--- src/rtl/pad_cond_pkg.sv ---
// pad_cond_pkg: shared constants and width helpers for the pad input conditioner.
package pad_cond_pkg;

    // Edge encoding carried in the top bit of every event word.
    localparam logic EVT_RISE = 1'b1;
    localparam logic EVT_FALL = 1'b0;

    // Ceiling log2; clog2(1) = 0.
    function automatic int clog2(input int value);
        int r;
        int v;
        r = 0;
        v = value - 1;
        while (v > 0) begin
            r++;
            v = v >> 1;
        end
        return r;
    endfunction

    // Event word width: edge bit plus channel index.
    function automatic int evt_w(input int num_ch);
        return 1 + clog2(num_ch);
    endfunction

endpackage

--- src/rtl/pad_dbnc_ch.sv ---
// pad_dbnc_ch: one pad channel - optional inversion, N-stage synchroniser,
// run-time debounce and registered rise/fall pulses.
module pad_dbnc_ch #(
    parameter int   SYNC_STAGES = 2,
    parameter int   DBNC_W      = 16,
    parameter logic INV         = 1'b0
) (
    input  logic              clk,
    input  logic              reset,
    input  logic              pad,
    input  logic              en,
    input  logic [DBNC_W-1:0] dbnc_cyc,
    output logic              level,
    output logic              rise,
    output logic              fall
);

    logic [SYNC_STAGES-1:0] sync_q;
    logic                   s_sync;
    logic [DBNC_W-1:0]      cnt;
    logic [DBNC_W-1:0]      thresh;

    // Synchroniser chain; inversion happens before the first flop so downstream logic is active-high.
    always_ff @(posedge clk) begin
        // NOTE: flops use non-blocking assignment so every stage samples its pre-edge input.
        if (reset) sync_q <= '0;
        else       sync_q <= {sync_q[SYNC_STAGES-2:0], pad ^ INV};
    end

    assign s_sync = sync_q[SYNC_STAGES-1];
    // A zero threshold would never commit; treat it as one cycle.
    assign thresh = (dbnc_cyc == '0) ? DBNC_W'(1) : dbnc_cyc;

    // Debounce: commit the synchronised value after thresh consecutive differing cycles.
    always_ff @(posedge clk) begin
        if (reset) begin
            cnt   <= '0;
            level <= 1'b0;
            rise  <= 1'b0;
            fall  <= 1'b0;
        end else begin
            rise <= 1'b0;
            fall <= 1'b0;
            if (!en || (s_sync == level)) begin
                cnt <= '0;
            end else if (cnt + DBNC_W'(1) >= thresh) begin
                // cnt stays below the largest threshold, so the increment cannot wrap.
                level <= s_sync;
                cnt   <= '0;
                rise  <= s_sync;
                fall  <= !s_sync;
            end else begin
                cnt <= cnt + DBNC_W'(1);
            end
        end
    end

endmodule

--- src/rtl/pad_input_conditioner.sv ---
// pad_input_conditioner: per-channel debounce plus a shared edge-event FIFO
// with pending bits, fixed-priority arbitration and a sticky overflow flag.
module pad_input_conditioner
    import pad_cond_pkg::*;
#(
    parameter int                NUM_CH      = 4,
    parameter int                SYNC_STAGES = 2,
    parameter int                DBNC_W      = 16,
    parameter logic [NUM_CH-1:0] INV_MASK    = '0,
    parameter int                FIFO_DEPTH  = 8
) (
    input  logic                      clk,
    input  logic                      reset,
    input  logic [NUM_CH-1:0]         pad_i,
    input  logic [NUM_CH-1:0]         ch_en,
    input  logic [DBNC_W-1:0]         cfg_dbnc_cyc,
    output logic [NUM_CH-1:0]         level_o,
    output logic [NUM_CH-1:0]         rise_o,
    output logic [NUM_CH-1:0]         fall_o,
    output logic                      evt_valid,
    output logic [evt_w(NUM_CH)-1:0]  evt_data,
    input  logic                      evt_ready,
    output logic                      evt_ovf,
    input  logic                      ovf_clr
);

    localparam int IDX_W     = clog2(NUM_CH);
    localparam int IDX_W_INT = (IDX_W > 0) ? IDX_W : 1;
    localparam int PTR_W     = clog2(FIFO_DEPTH);
    localparam int CNT_W     = clog2(FIFO_DEPTH + 1);

    logic [NUM_CH-1:0]    rise_pend, fall_pend;
    logic [NUM_CH-1:0]    rise_req, fall_req;
    logic [NUM_CH-1:0]    rise_clr, fall_clr;
    logic                 sel_valid;
    logic                 sel_edge;
    logic [IDX_W_INT-1:0] sel_idx;
    logic                 push, pop, full, ovf_set;

    logic                 fifo_edge [FIFO_DEPTH];
    logic [IDX_W_INT-1:0] fifo_idx  [FIFO_DEPTH];
    logic [PTR_W-1:0]     wr_ptr, rd_ptr;
    logic [CNT_W-1:0]     count;

    for (genvar i = 0; i < NUM_CH; i++) begin : g_ch
        pad_dbnc_ch #(
            .SYNC_STAGES (SYNC_STAGES),
            .DBNC_W      (DBNC_W),
            .INV         (INV_MASK[i])
        ) u_ch (
            .clk      (clk),
            .reset    (reset),
            .pad      (pad_i[i]),
            .en       (ch_en[i]),
            .dbnc_cyc (cfg_dbnc_cyc),
            .level    (level_o[i]),
            .rise     (rise_o[i]),
            .fall     (fall_o[i])
        );
    end

    // A fresh pulse is visible to the arbiter in its own cycle, giving one-cycle event latency.
    assign rise_req = rise_pend | rise_o;
    assign fall_req = fall_pend | fall_o;

    // Fixed-priority pick: lowest channel first, rise before fall within a channel.
    always_comb begin
        // NOTE: every combinational output gets a default first so no path infers a latch.
        sel_valid = 1'b0;
        sel_edge  = EVT_FALL;
        sel_idx   = '0;
        for (int i = NUM_CH - 1; i >= 0; i--) begin
            if (fall_req[i]) begin
                sel_valid = 1'b1;
                sel_edge  = EVT_FALL;
                sel_idx   = IDX_W_INT'(i);
            end
            if (rise_req[i]) begin
                sel_valid = 1'b1;
                sel_edge  = EVT_RISE;
                sel_idx   = IDX_W_INT'(i);
            end
        end
    end

    assign evt_valid = (count != '0);
    assign full      = (count == CNT_W'(FIFO_DEPTH));
    assign pop       = evt_valid && evt_ready;
    assign push      = sel_valid && (!full || pop);

    // Decode which pending bit the push consumes this cycle.
    always_comb begin
        rise_clr = '0;
        fall_clr = '0;
        for (int i = 0; i < NUM_CH; i++) begin
            rise_clr[i] = push && (sel_edge == EVT_RISE) && (sel_idx == IDX_W_INT'(i));
            fall_clr[i] = push && (sel_edge == EVT_FALL) && (sel_idx == IDX_W_INT'(i));
        end
    end

    // An event is lost when a pulse hits an already-pending bit that is not leaving this cycle.
    assign ovf_set = |(rise_pend & rise_o & ~rise_clr) | |(fall_pend & fall_o & ~fall_clr);

    // Pending bits and sticky overflow; a pushed bit re-arms if a new pulse arrives in the same cycle.
    always_ff @(posedge clk) begin
        if (reset) begin
            rise_pend <= '0;
            fall_pend <= '0;
            evt_ovf   <= 1'b0;
        end else begin
            rise_pend <= (rise_pend & rise_o) | (rise_req & ~rise_clr);
            fall_pend <= (fall_pend & fall_o) | (fall_req & ~fall_clr);
            if (ovf_set)      evt_ovf <= 1'b1;
            else if (ovf_clr) evt_ovf <= 1'b0;
        end
    end

    // FIFO storage write port.
    always_ff @(posedge clk) begin
        // NOTE: storage is deliberately not reset; the pointers and count alone define valid entries.
        if (push) begin
            fifo_edge[wr_ptr] <= sel_edge;
            fifo_idx[wr_ptr]  <= sel_idx;
        end
    end

    // FIFO pointers and occupancy; reset discards anything in flight.
    always_ff @(posedge clk) begin
        if (reset) begin
            wr_ptr <= '0;
            rd_ptr <= '0;
            count  <= '0;
        end else begin
            if (push) wr_ptr <= wr_ptr + PTR_W'(1);
            if (pop)  rd_ptr <= rd_ptr + PTR_W'(1);
            case ({push, pop})
                2'b10:   count <= count + CNT_W'(1);
                2'b01:   count <= count - CNT_W'(1);
                default: count <= count;
            endcase
        end
    end

    // Show-ahead head; a single channel carries no index field.
    if (IDX_W == 0) begin : g_data_one
        assign evt_data = fifo_edge[rd_ptr];
    end else begin : g_data_many
        assign evt_data = {fifo_edge[rd_ptr], fifo_idx[rd_ptr]};
    end

endmodule
--- config.mk ---
export PLATFORM = sky130hd
export DESIGN_NAME = pad_input_conditioner
export DESIGN_NICKNAME = d
export VERILOG_FILES = /design/src/rtl/pad_cond_pkg.sv /design/src/rtl/pad_dbnc_ch.sv /design/src/rtl/pad_input_conditioner.sv
export SDC_FILE = /design/constraint.sdc
export NUM_CORES = 1
export LEC_CHECK = 0
export ABC_AREA = 1
export BUFFER_PORTS_ARGS = -buffer_cell sky130_fd_sc_hd__buf_2
export CORE_UTILIZATION = 30
export CTS_BUF_LIST = sky130_fd_sc_hd__clkbuf_4
export CTS_CLUSTER_DIAMETER = 40
export DETAILED_ROUTE_END_ITERATION = 10
export PLACE_DENSITY = 0.53
export SYNTH_ARGS = -nofsm -noshare
export SYNTH_HDL_FRONTEND = slang
export SYNTH_SLANG_ARGS = --single-unit
--- constraint.sdc ---
create_clock -name clk -period 2.7 [get_ports clk]
set_clock_uncertainty 0.05 [all_clocks]
set_input_delay 0.27 -clock clk [delete_from_list [all_inputs] [get_ports clk]]
set_output_delay 0.27 -clock clk [all_outputs]
set_load 0.02 [all_outputs]
==> results of run 1 <==
-- worst max-delay path, cell delays in order (launching register included) --
cell	delay [ns]
sky130_fd_sc_hd__dfxtp_2	0.38
sky130_fd_sc_hd__nand4_1	0.15
sky130_fd_sc_hd__nor2_2	0.19
sky130_fd_sc_hd__nand4_2	0.17
sky130_fd_sc_hd__nor2_4	0.15
sky130_fd_sc_hd__nand4_1	0.15
sky130_fd_sc_hd__xor2_2	0.23
sky130_fd_sc_hd__inv_2	0.07
sky130_fd_sc_hd__ha_4	0.22
sky130_fd_sc_hd__nand2_4	0.07
sky130_fd_sc_hd__inv_4	0.04
sky130_fd_sc_hd__nand3_4	0.07
sky130_fd_sc_hd__inv_2	0.04
sky130_fd_sc_hd__a21oi_2	0.17
sky130_fd_sc_hd__nand3_4	0.12
sky130_fd_sc_hd__nand3b_4	0.26
sky130_fd_sc_hd__nor2_2	0.18
-- cells in the mapped netlist, types with 2 or more instances --
| library cell | n |
|---|---|
| sky130_fd_sc_hd__a21oi_1 | 52 |
| sky130_fd_sc_hd__o211ai_1 | 6 |
| sky130_fd_sc_hd__xor2_1 | 42 |
| sky130_fd_sc_hd__buf_4 | 13 |
| sky130_fd_sc_hd__nor3_2 | 2 |
| sky130_fd_sc_hd__nor4_1 | 4 |
| sky130_fd_sc_hd__nor2_1 | 145 |
| sky130_fd_sc_hd__nor3_1 | 14 |
| sky130_fd_sc_hd__nand3b_4 | 2 |
| sky130_fd_sc_hd__nand3b_2 | 3 |
| sky130_fd_sc_hd__inv_2 | 3 |
| sky130_fd_sc_hd__o22ai_1 | 3 |
| sky130_fd_sc_hd__o21ai_1 | 2 |
| sky130_fd_sc_hd__buf_2 | 6 |
| sky130_fd_sc_hd__nor2_2 | 12 |
| sky130_fd_sc_hd__xnor2_1 | 3 |
| sky130_fd_sc_hd__clkbuf_1 | 2 |
| sky130_fd_sc_hd__inv_1 | 177 |
| sky130_fd_sc_hd__nand3_1 | 40 |
| sky130_fd_sc_hd__dfxtp_1 | 106 |
| sky130_fd_sc_hd__a31oi_1 | 4 |
| sky130_fd_sc_hd__o21ai_0 | 46 |
| sky130_fd_sc_hd__nor2_4 | 5 |
| sky130_fd_sc_hd__edfxtp_1 | 24 |
| sky130_fd_sc_hd__nand2_1 | 135 |
| sky130_fd_sc_hd__nand4_1 | 13 |
| sky130_fd_sc_hd__ha_1 | 72 |
| sky130_fd_sc_hd__nand3_2 | 5 |
-- flip-flops by register name, indices dropped and copies added, names as in the netlist, 3 cells and up, named ones only --
signal / flops
count: 4
fall_pend: 4
fifo_edge: 8
fifo_idx: 16
g_ch.u_ch.cnt: 64
g_ch.u_ch.fall: 4
g_ch.u_ch.level: 4
g_ch.u_ch.rise: 4
g_ch.u_ch.sync_q: 8
rd_ptr: 3
rise_pend: 4
wr_ptr: 3
-- final cells by class --
cell class,instances,area [um2],share of cell area
multi-input combinational,629,4580,0.459
clock buffer,17,128,0.0128
clock inverter,15,189,0.0189
timing repair buffer,155,1140,0.114
antenna,1,2.50,0.000250
inverter,180,678,0.0678
tap,324,405,0.0406
sequential,130,2870,0.287
-- power by group --
| part | leakage [nW] | internal (mW) | total (mW) | switching [mW] |
|---|---|---|---|---|
| Clock | 0.173 | 0.599 | 1.48 | 0.880 |
| Sequential | 1.09 | 2.02 | 2.08 | 0.0660 |
| Combinational | 3.42 | 0.226 | 0.628 | 0.402 |
-- per-stage QoR --
step	util	TNS (ns)	worst slack (ns)	power, mW
floorplan	-	0	0.000277	2.53
global placement	0.349	-9.17	-0.250	2.71
detailed placement	0.349	-12.29	-0.247	2.72
CTS	0.384	-4.27	-0.163	4.22
global route	0.411	-18.20	-0.327	4.42
finish	0.411	-2.37	-0.0825	4.19
-- cells by family (layout without fill, tap and decap cells) --
logic type / after synthesis / count (layout) / share of synthesized area
simple gates: 390 / 392 / 0.244
buf+inv: 202 / 367 / 0.110
flops: 130 / 130 / 0.383
compound gates: 119 / 119 / 0.0860
fa+ha+maj: 73 / 73 / 0.124
xor+xnor: 45 / 45 / 0.0531
other cells: 0 / 1 / 0
-- final timing paths --
path / slack [ns] / startpoint / to / cells after the start
worst min register to register: 0.36 / g_ch[0].u_ch.sync_q[0] / g_ch[0].u_ch.sync_q[1] / 2
worst max register to register: -0.08 / g_ch[0].u_ch.cnt[1] / g_ch[0].u_ch.cnt[0] / 16
worst max-delay path: -0.08 / g_ch[0].u_ch.cnt[1] / g_ch[0].u_ch.cnt[0] / 16
worst min-delay path: 0.03 / reset / g_ch[3].u_ch.sync_q[0] / 2
-- routing by layer --
| layer | global-route usage | vias to the layer above | share of wire |
|---|---|---|---|
| li1 | - | 3372 | - |
| met4 | 0.0511 | 0 | 0.017 |
| met2 | 0.255 | 71 | 0.50 |
| met5 | 0 | - | 0 |
| met3 | 0.0274 | 21 | 0.028 |
| met1 | 0.184 | 2928 | 0.46 |
-- timing repair --
action,4_1_cts,5_1_grt
hold buffers,4,0
cloned,4,0
pin swaps,31,54
resized for setup,69,132
endpoints found under the setup margin,76,76
setup buffers,21,13
hold endpoints to repair,4,0
==> reports/metrics.cfg, run 1 <==
[worst_hold_path]
worstHoldPathType = in -> reg

[detailed_routing]
firstDrtPassIters = 8
finalWirelength_um = 18400
ant_nets = 0
route.detailed.drc = 2
avgViaCountPerCell = 4.41
detailroute.via_count = 6392
drt_iter0_markers = 251
wl_per_cell_um = 12.7

[sta]
max_slew.worst_pin.slew_ns = 1.29
grt_setup_unrepaired = yes
fin_crit_share = 1.03
report.final.hold_viol_count = 0
post-route-worst-setup-slack_ns = -0.0825
post-route-min-period_ns = 2.78
timing.hold.ws_ns = 0.0315
final_max_slew_viol_count = 0
setup_violations = 67
max_freq_mhz = 359
slew-limit-headroom = 0.136

[final_layout]
fillers = 2432
area_growth_syn_to_layout_pct = 34.8
final_design_area_no_fill_mm2 = 0.0100
post_layout_nonfiller_instances = 1451
most-common-layout-cells = 168 x sky130_fd_sc_hd__inv_1, 120 x sky130_fd_sc_hd__nand2_1, 106 x sky130_fd_sc_hd__nor2_1
drive_above_1_share = 0.321
layout.cells.most_common = sky130_fd_sc_hd__inv_1
fin_nets = 1214

[synth]
synth_ff_type = sky130_fd_sc_hd__dfxtp_1
ys_top_cells_by_area = sky130_fd_sc_hd__dfxtp_1 29%, sky130_fd_sc_hd__ha_1 12%, sky130_fd_sc_hd__edfxtp_1 9.7%
unique_masters_post_synth = 46
fraction_of_registers_with_async_set_reset = 0
avgSynthCellArea_um2 = 7.74
synth.largest_area_cell = sky130_fd_sc_hd__dfxtp_1
netlist.area_leader.share = 0.286
yosysSeqAreaShare = 0.383
netlist_instances = 959
synth_fp_nets = 1060
synth-edff-count = 24
ys.warnings.count = 0
ys_ff_latch = 130
syn_area_mm2 = 0.00742

[die]
pin_count = 45
core_area_mm2 = 0.0243
std_cell_rows = 57
die_h_um = 159
die_area_mm2 = 0.0254
initial_utilization = 0.305
floorplan.die.width_um = 159

[run_status]
run_status = complete, but fails checks
failed_checks = design-rule violations, negative setup slack

[clock_network]
cts_tree = yes
path_clk_slew_ns = 0.13
num_cts_buffers = 17
clk_path_buf_depth = 2
depth_of_the_cts_h_tree = 4
worst_skew_pair.late_latency_ns = 0.57
count_of_clock_tree_sinks = 130
clock_tree_root = sky130_fd_sc_hd__clkbuf_4

[grt]
grt_start_max_net_pins = 25
grt_antenna_before_repair = 1
first_global_vias = 6041
grt.overflow.total = 0
grtUsageTotal = 0.148
grt_first_pass_wirelength_um = 29600

[place]
placement.cell_area_mm2 = 0.00848
globalplace.congestion = 0.800
dpl.hpwl_um = 13400
dp_cells = 1377
io_buffers = 44

[critical_path]
critPathCaptureType = flip-flop
maximum_net_fanout_on_the_critical_path = 8
arrival_ns = 3.23
start_kind = flip-flop
timing.setup.critical_path_class = reg -> reg
cp_data_required_time_ns = 3.15

[pwr]
power.density_mw_per_mm2 = 419
p_leak_nw = 4.68
ir_drop_mv = 0.229

[flow_run]
cap_violations = 0

Note: power is estimated with default switching activity, not from simulation.
==> run 2: changes to the inputs <==
==> constraint.sdc (replaced) <==
create_clock -name clk -period 2.7 [get_ports clk]
set_clock_uncertainty 0.05 [all_clocks]
set_input_delay 0.27 -clock clk [delete_from_list [all_inputs] [get_ports clk]]
set_output_delay 0.27 -clock clk [all_outputs]
set_load 0.05 [all_outputs]
==> reports/metrics.cfg, run 2 (same netlist as run 1, synthesis figures left out) <==
[run_status]
run_status = complete, but fails checks  ; unchanged
failed_checks = design-rule violations, negative setup slack  ; unchanged

[sta]
fin_crit_share = 1.03  ; about the same
grt_setup_unrepaired = yes  ; unchanged
report.final.hold_viol_count = 0  ; unchanged
slew-limit-headroom = 0.136  ; about the same
totalNegativeSetupSlack_ns = -2.37  ; about the same
post-route-worst-setup-slack_ns = -0.0825  ; about the same
post-route-min-period_ns = 2.78  ; about the same
max_slew.worst_pin.slew_ns = 1.29  ; about the same
max_freq_mhz = 359  ; unchanged
timing.hold.ws_ns = 0.0316  ; was 0.0315 ns
final_max_slew_viol_count = 0  ; unchanged
setup_violations = 67  ; unchanged

[detailed_routing]
detailroute.via_count = 6389  ; was 6392
finalWirelength_um = 18400  ; about the same
route.detailed.drc = 2  ; unchanged
wl_per_cell_um = 12.7  ; about the same
avgViaCountPerCell = 4.40  ; was 4.41
ant_nets = 0  ; unchanged
firstDrtPassIters = 7  ; was 8
drt_iter0_markers = 251  ; unchanged

[final_layout]
fillers = 2431  ; was 2432
fin_nets = 1214  ; unchanged
largest_register_ff_count = 64  ; unchanged
layout.area.seq_mm2 = 0.00288  ; was 0.00287 mm2
drive_above_1_share = 0.321  ; about the same
layout.cells.most_common = sky130_fd_sc_hd__inv_1  ; unchanged
largestRegisters = g_ch.u_ch.cnt: 64 flops, fifo_idx: 16 flops  ; unchanged
top_register = g_ch.u_ch.cnt  ; unchanged
most-common-layout-cells = 168 x sky130_fd_sc_hd__inv_1, 120 x sky130_fd_sc_hd__nand2_1, 106 x sky130_fd_sc_hd__nor2_1  ; unchanged
area_growth_syn_to_layout_pct = 34.8  ; about the same
multi_input_comb_area_mm2 = 0.00458  ; unchanged

[clock_network]
count_of_clock_tree_sinks = 130  ; unchanged
num_cts_buffers = 17  ; unchanged
clock_tree_root = sky130_fd_sc_hd__clkbuf_4  ; unchanged
worst_skew_pair.late_latency_ns = 0.57  ; about the same
depth_of_the_cts_h_tree = 4  ; unchanged
cts_tree = yes  ; unchanged
path_clk_slew_ns = 0.13  ; about the same
clk_path_buf_depth = 2  ; unchanged

[worst_hold_path]
worstHoldPathType = in -> reg  ; unchanged

[place]
io_buffers = 44  ; unchanged
dpl.hpwl_um = 13400  ; unchanged
globalplace.congestion = 0.800  ; unchanged

[critical_path]
worst-r2r-setup-slack_ns = -0.08  ; about the same
maximum_net_fanout_on_the_critical_path = 8  ; unchanged
start_kind = flip-flop  ; unchanged
timing.setup.critical_path_class = reg -> reg  ; unchanged
arrival_ns = 3.23  ; about the same
cp_data_required_time_ns = 3.15  ; about the same
critPathCaptureType = flip-flop  ; unchanged

[grt]
grt_antenna_before_repair = 1  ; unchanged
grt.overflow.total = 0  ; unchanged
grt_start_max_net_pins = 25  ; unchanged
first_global_vias = 6041  ; unchanged
grt_first_pass_wirelength_um = 29600  ; unchanged
grtUsageTotal = 0.148  ; unchanged

[die]
initial_utilization = 0.305  ; unchanged
core_area_mm2 = 0.0243  ; unchanged
floorplan.die.width_um = 159  ; unchanged
die_h_um = 159  ; unchanged
die_area_mm2 = 0.0254  ; unchanged
pin_count = 45  ; unchanged
std_cell_rows = 57  ; unchanged

[pwr]
ir_drop_mv = 0.234  ; was 0.229 mV
power.density_mw_per_mm2 = 428  ; was 419 mW/mm2
p_leak_nw = 4.68  ; about the same

[flow_run]
cap_violations = 0  ; unchanged

run 2: cell counts in the layout (fill, tap and decap cells not counted):
No cell type changed its count.
run 2: worst paths after layout:
path / from / end / depth (start not counted)
setup reg to reg: g_ch[0].u_ch.cnt[1] / g_ch[0].u_ch.cnt[0] / 16
hold reg to reg: g_ch[0].u_ch.sync_q[0] / g_ch[0].u_ch.sync_q[1] / 2
hold / removal: reset / g_ch[3].u_ch.sync_q[0] / 2
setup / recovery: g_ch[0].u_ch.cnt[1] / g_ch[0].u_ch.cnt[0] / 16
run 2: critical path, stage by stage (launching register included):
cell                       delay [ns]
sky130_fd_sc_hd__dfxtp_2         0.38
sky130_fd_sc_hd__nand4_1         0.15
sky130_fd_sc_hd__nor2_2          0.19
sky130_fd_sc_hd__nand4_2         0.17
sky130_fd_sc_hd__nor2_4          0.15
sky130_fd_sc_hd__nand4_1         0.15
sky130_fd_sc_hd__xor2_2          0.23
sky130_fd_sc_hd__inv_2           0.07
sky130_fd_sc_hd__ha_4            0.22
sky130_fd_sc_hd__nand2_4         0.07
sky130_fd_sc_hd__inv_4           0.04
sky130_fd_sc_hd__nand3_4         0.07
sky130_fd_sc_hd__inv_2           0.04
sky130_fd_sc_hd__a21oi_2         0.17
sky130_fd_sc_hd__nand3_4         0.12
sky130_fd_sc_hd__nand3b_4        0.26
sky130_fd_sc_hd__nor2_2          0.18
run 2: layout make-up:
cell class / instances / share of cell area
clock inverters: 15 / 0.0189
clock buffers: 17 / 0.0128
repair buffers: 155 / 0.114
diodes: 1 / 0.000250
well taps: 324 / 0.0405
flip-flops and latches: 130 / 0.288
multi-input cells: 629 / 0.459
inverters: 180 / 0.0678
run 2: power by group:
part | leakage (nW) | internal (mW) | total, mW | switching, mW
registers | 1.09 | 2.02 | 2.09 | 0.0661
clock network | 0.173 | 0.599 | 1.48 | 0.879
logic | 3.42 | 0.226 | 0.717 | 0.491
run 2: repair_timing:
item,4_1_cts,5_1_grt
pin swaps,31,54
gates resized for setup,69,133
endpoints found under the hold margin,4,0
hold buffers,4,0
buffers inserted,21,13
cloned,4,0
setup endpoints to repair,76,78
run 2: per-stage QoR:
step / instances / cell area [um2] / setup slack, ns / utilization / total power [mW]
2_1_floorplan: 959 / 7430 / 0.000277 / - / 2.62
3_3_place_gp: 1377 / 8480 / -0.250 / 0.349 / 2.80
3_5_place_dp: 1377 / 8480 / -0.247 / 0.349 / 2.81
4_1_cts: 1437 / 9340 / -0.163 / 0.384 / 4.31
5_1_grt: 1451 / 10000 / -0.327 / 0.411 / 4.51
6_report: 1451 / 10000 / -0.0825 / 0.411 / 4.28
run 2: per-layer routing:
metal,routed length (um),up-vias,track usage
met3,509,21,0.0274
met4,311,0,0.0511
li1,-,3372,-
met5,0,-,0
met2,9150,69,0.255
met1,8430,2927,0.184
==> run 3: changes to the inputs <==
--- a/config.mk
+++ b/config.mk
@@ -6,7 +6,7 @@
 export NUM_CORES = 1
 export LEC_CHECK = 0
 export ABC_AREA = 1
-export BUFFER_PORTS_ARGS = -buffer_cell sky130_fd_sc_hd__buf_2
+export BUFFER_PORTS_ARGS = -buffer_cell sky130_fd_sc_hd__buf_4
 export CORE_UTILIZATION = 30
 export CTS_BUF_LIST = sky130_fd_sc_hd__clkbuf_4
 export CTS_CLUSTER_DIAMETER = 40
==> reports/metrics.cfg, run 3 (same netlist as run 1, synthesis figures left out) <==
[place]
dpl.hpwl_um = 13400  ; about the same
io_buffers = 44  ; unchanged
globalplace.congestion = 0.800  ; about the same
dp_worst_setup_slack_ns = -0.277  ; was -0.247 ns

[flow_run]
cap_violations = 0  ; unchanged

[grt]
grt_first_pass_wirelength_um = 30200  ; was 29600 um
global_route.usage.met2 = 0.268  ; was 0.255
met1_usage = 0.183  ; was 0.184
grtUsageTotal = 0.150  ; was 0.148
busiest_layer = met2  ; unchanged
grt.overflow.total = 0  ; unchanged
first_global_vias = 6259  ; was 6041
global_route.usage.met3 = 0.0221  ; was 0.0274
grt_antenna_before_repair = 1  ; unchanged
grt_start_max_net_pins = 25  ; unchanged

[die]
core_area_mm2 = 0.0243  ; unchanged
std_cell_rows = 57  ; unchanged
initial_utilization = 0.305  ; unchanged
die_h_um = 159  ; unchanged
pin_count = 45  ; unchanged
die_area_mm2 = 0.0254  ; unchanged
floorplan.die.width_um = 159  ; unchanged

[detailed_routing]
detailroute.via_count = 6441  ; was 6389
finalWirelength_um = 18700  ; was 18400 um
drt_iter0_markers = 297  ; was 251
firstDrtPassIters = 11  ; was 7
route.detailed.drc = 1  ; was 2
wl_per_cell_um = 12.8  ; was 12.7 um
ant_nets = 0  ; unchanged
avgViaCountPerCell = 4.41  ; was 4.40

[clock_network]
path_clk_slew_ns = 0.14  ; was 0.13 ns
num_cts_buffers = 17  ; unchanged
worst_skew_pair.late_latency_ns = 0.56  ; was 0.57 ns
clock_tree_root = sky130_fd_sc_hd__clkbuf_4  ; unchanged
cts_tree = yes  ; unchanged
clk_path_buf_depth = 2  ; unchanged
count_of_clock_tree_sinks = 130  ; unchanged
depth_of_the_cts_h_tree = 4  ; unchanged

[run_status]
run_status = complete, but fails checks  ; unchanged
failed_checks = design-rule violations, negative setup slack  ; unchanged

[critical_path]
start_kind = flip-flop  ; unchanged
worst-r2r-setup-slack_ns = -0.11  ; was -0.08 ns
maximum_net_fanout_on_the_critical_path = 8  ; unchanged
cp_data_required_time_ns = 3.11  ; was 3.15 ns
critPathCaptureType = flip-flop  ; unchanged
timing.setup.critical_path_class = reg -> reg  ; unchanged
arrival_ns = 3.22  ; was 3.23 ns

[pwr]
p_leak_nw = 4.82  ; was 4.68 nW
power.density_mw_per_mm2 = 420  ; was 428 mW/mm2
ir_drop_mv = 0.299  ; was 0.234 mV

[final_layout]
most-common-layout-cells = 166 x sky130_fd_sc_hd__inv_1, 151 x sky130_fd_sc_hd__buf_4, 118 x sky130_fd_sc_hd__nand2_1  ; was 168 x sky130_fd_sc_hd__inv_1, 120 x sky130_fd_sc_hd__nand2_1, 106 x sky130_fd_sc_hd__nor2_1
top_register = g_ch.u_ch.cnt  ; unchanged
largest_register_ff_count = 64  ; unchanged
drive_above_1_share = 0.332  ; was 0.321
largestRegisters = g_ch.u_ch.cnt: 64 flops, fifo_idx: 16 flops  ; unchanged
layout.cells.most_common = sky130_fd_sc_hd__inv_1  ; unchanged
fin_nets = 1225  ; was 1214
post-route-util = 0.419  ; was 0.411
area_growth_syn_to_layout_pct = 37.3  ; was 34.8%

[sta]
max_slew.worst_pin.slew_ns = 1.29  ; about the same
post-route-worst-setup-slack_ns = -0.107  ; was -0.0825 ns
final_max_slew_viol_count = 0  ; unchanged
post-route-min-period_ns = 2.81  ; was 2.78 ns
report.final.hold_viol_count = 0  ; unchanged
max_freq_mhz = 356  ; was 359 MHz
slew-limit-headroom = 0.140  ; was 0.136
timing.hold.ws_ns = 0.0614  ; was 0.0316 ns
grt_setup_unrepaired = yes  ; unchanged
fin_crit_share = 1.04  ; was 1.03
setup_violations = 54  ; was 67

[worst_hold_path]
worstHoldPathType = in -> reg  ; unchanged

run 3: changes by cell type in the layout (fill, tap and decap cells not counted), sizes merged:
cell         before  now
buf             151  157
bufinv            2    1
clkinv            4    3
clkinvlp          0    2
dlygate4sd3       4    9
run 3: layout make-up:
type	count	area, um2
inverters	180	678
multi-input cells	629	4570
diodes	1	2.50
repair buffers	166	1340
clock buffers	17	128
clock inverters	15	185
fillers	2440	14100
flip-flops and latches	130	2880
well taps	324	405
run 3: metal layers:
layer  up-vias  routed length [um]
li1       3396                   -
met1      2970                8820
met2        56                9390
met3        19                 238
met4         0                 286
met5         -                   0
run 3: stage by stage:
step / cells / instance area, um2 / setup TNS [ns] / power [mW]
CTS: 1445 / 9630 / -3.47 / 4.31
finish: 1462 / 10200 / -3.04 / 4.28
global placement: 1372 / 8550 / -10.38 / 2.84
detailed placement: 1372 / 8550 / -12.81 / 2.84
global route: 1462 / 10200 / -14.72 / 4.49
floorplan: 959 / 7430 / 0 / 2.62
run 3: where the power goes:
group	total [mW]	switching [mW]	internal (mW)	leakage, nW
sequential	2.08	0.0666	2.02	1.09
combinational	0.755	0.495	0.260	3.57
clock	1.44	0.918	0.519	0.162
run 3: worst max-delay path: stages, from the launching register on:
cell and delay (ns):
sky130_fd_sc_hd__dfxtp_4 0.40, sky130_fd_sc_hd__buf_6 0.10, sky130_fd_sc_hd__ha_4 0.14, sky130_fd_sc_hd__nand2_4 0.06, sky130_fd_sc_hd__nor3_4 0.18, sky130_fd_sc_hd__nand4_1 0.14
sky130_fd_sc_hd__inv_1 0.08, sky130_fd_sc_hd__nand4_1 0.10, sky130_fd_sc_hd__xor2_1 0.22, sky130_fd_sc_hd__inv_1 0.10, sky130_fd_sc_hd__ha_4 0.28, sky130_fd_sc_hd__nand3_4 0.08
sky130_fd_sc_hd__nor3_4 0.13, sky130_fd_sc_hd__nand3_1 0.11, sky130_fd_sc_hd__nand3_2 0.12, sky130_fd_sc_hd__nand3b_4 0.19, sky130_fd_sc_hd__buf_12 0.17, sky130_fd_sc_hd__nor2_1 0.04
run 3: path summary, 6_finish.rpt:
| kind | startpoint | cells after the start | endpoint |
|---|---|---|---|
| worst max-delay path | g_ch[1].u_ch.cnt[0] | 17 | g_ch[1].u_ch.cnt[14] |
| worst min-delay path | ovf_clr | 6 | evt_ovf |
| worst max register to register | g_ch[1].u_ch.cnt[0] | 17 | g_ch[1].u_ch.cnt[14] |
| worst min register to register | g_ch[1].u_ch.sync_q[0] | 2 | g_ch[1].u_ch.sync_q[1] |
run 3: repair_timing:
action                                  CTS  global route
endpoints found under the setup margin   76            80
endpoints found under the hold margin    15             0
setup buffers                            28            17
gates resized for setup                  99           119
hold buffers                              9             0
pin swaps                                50            36
cloned                                    4             0
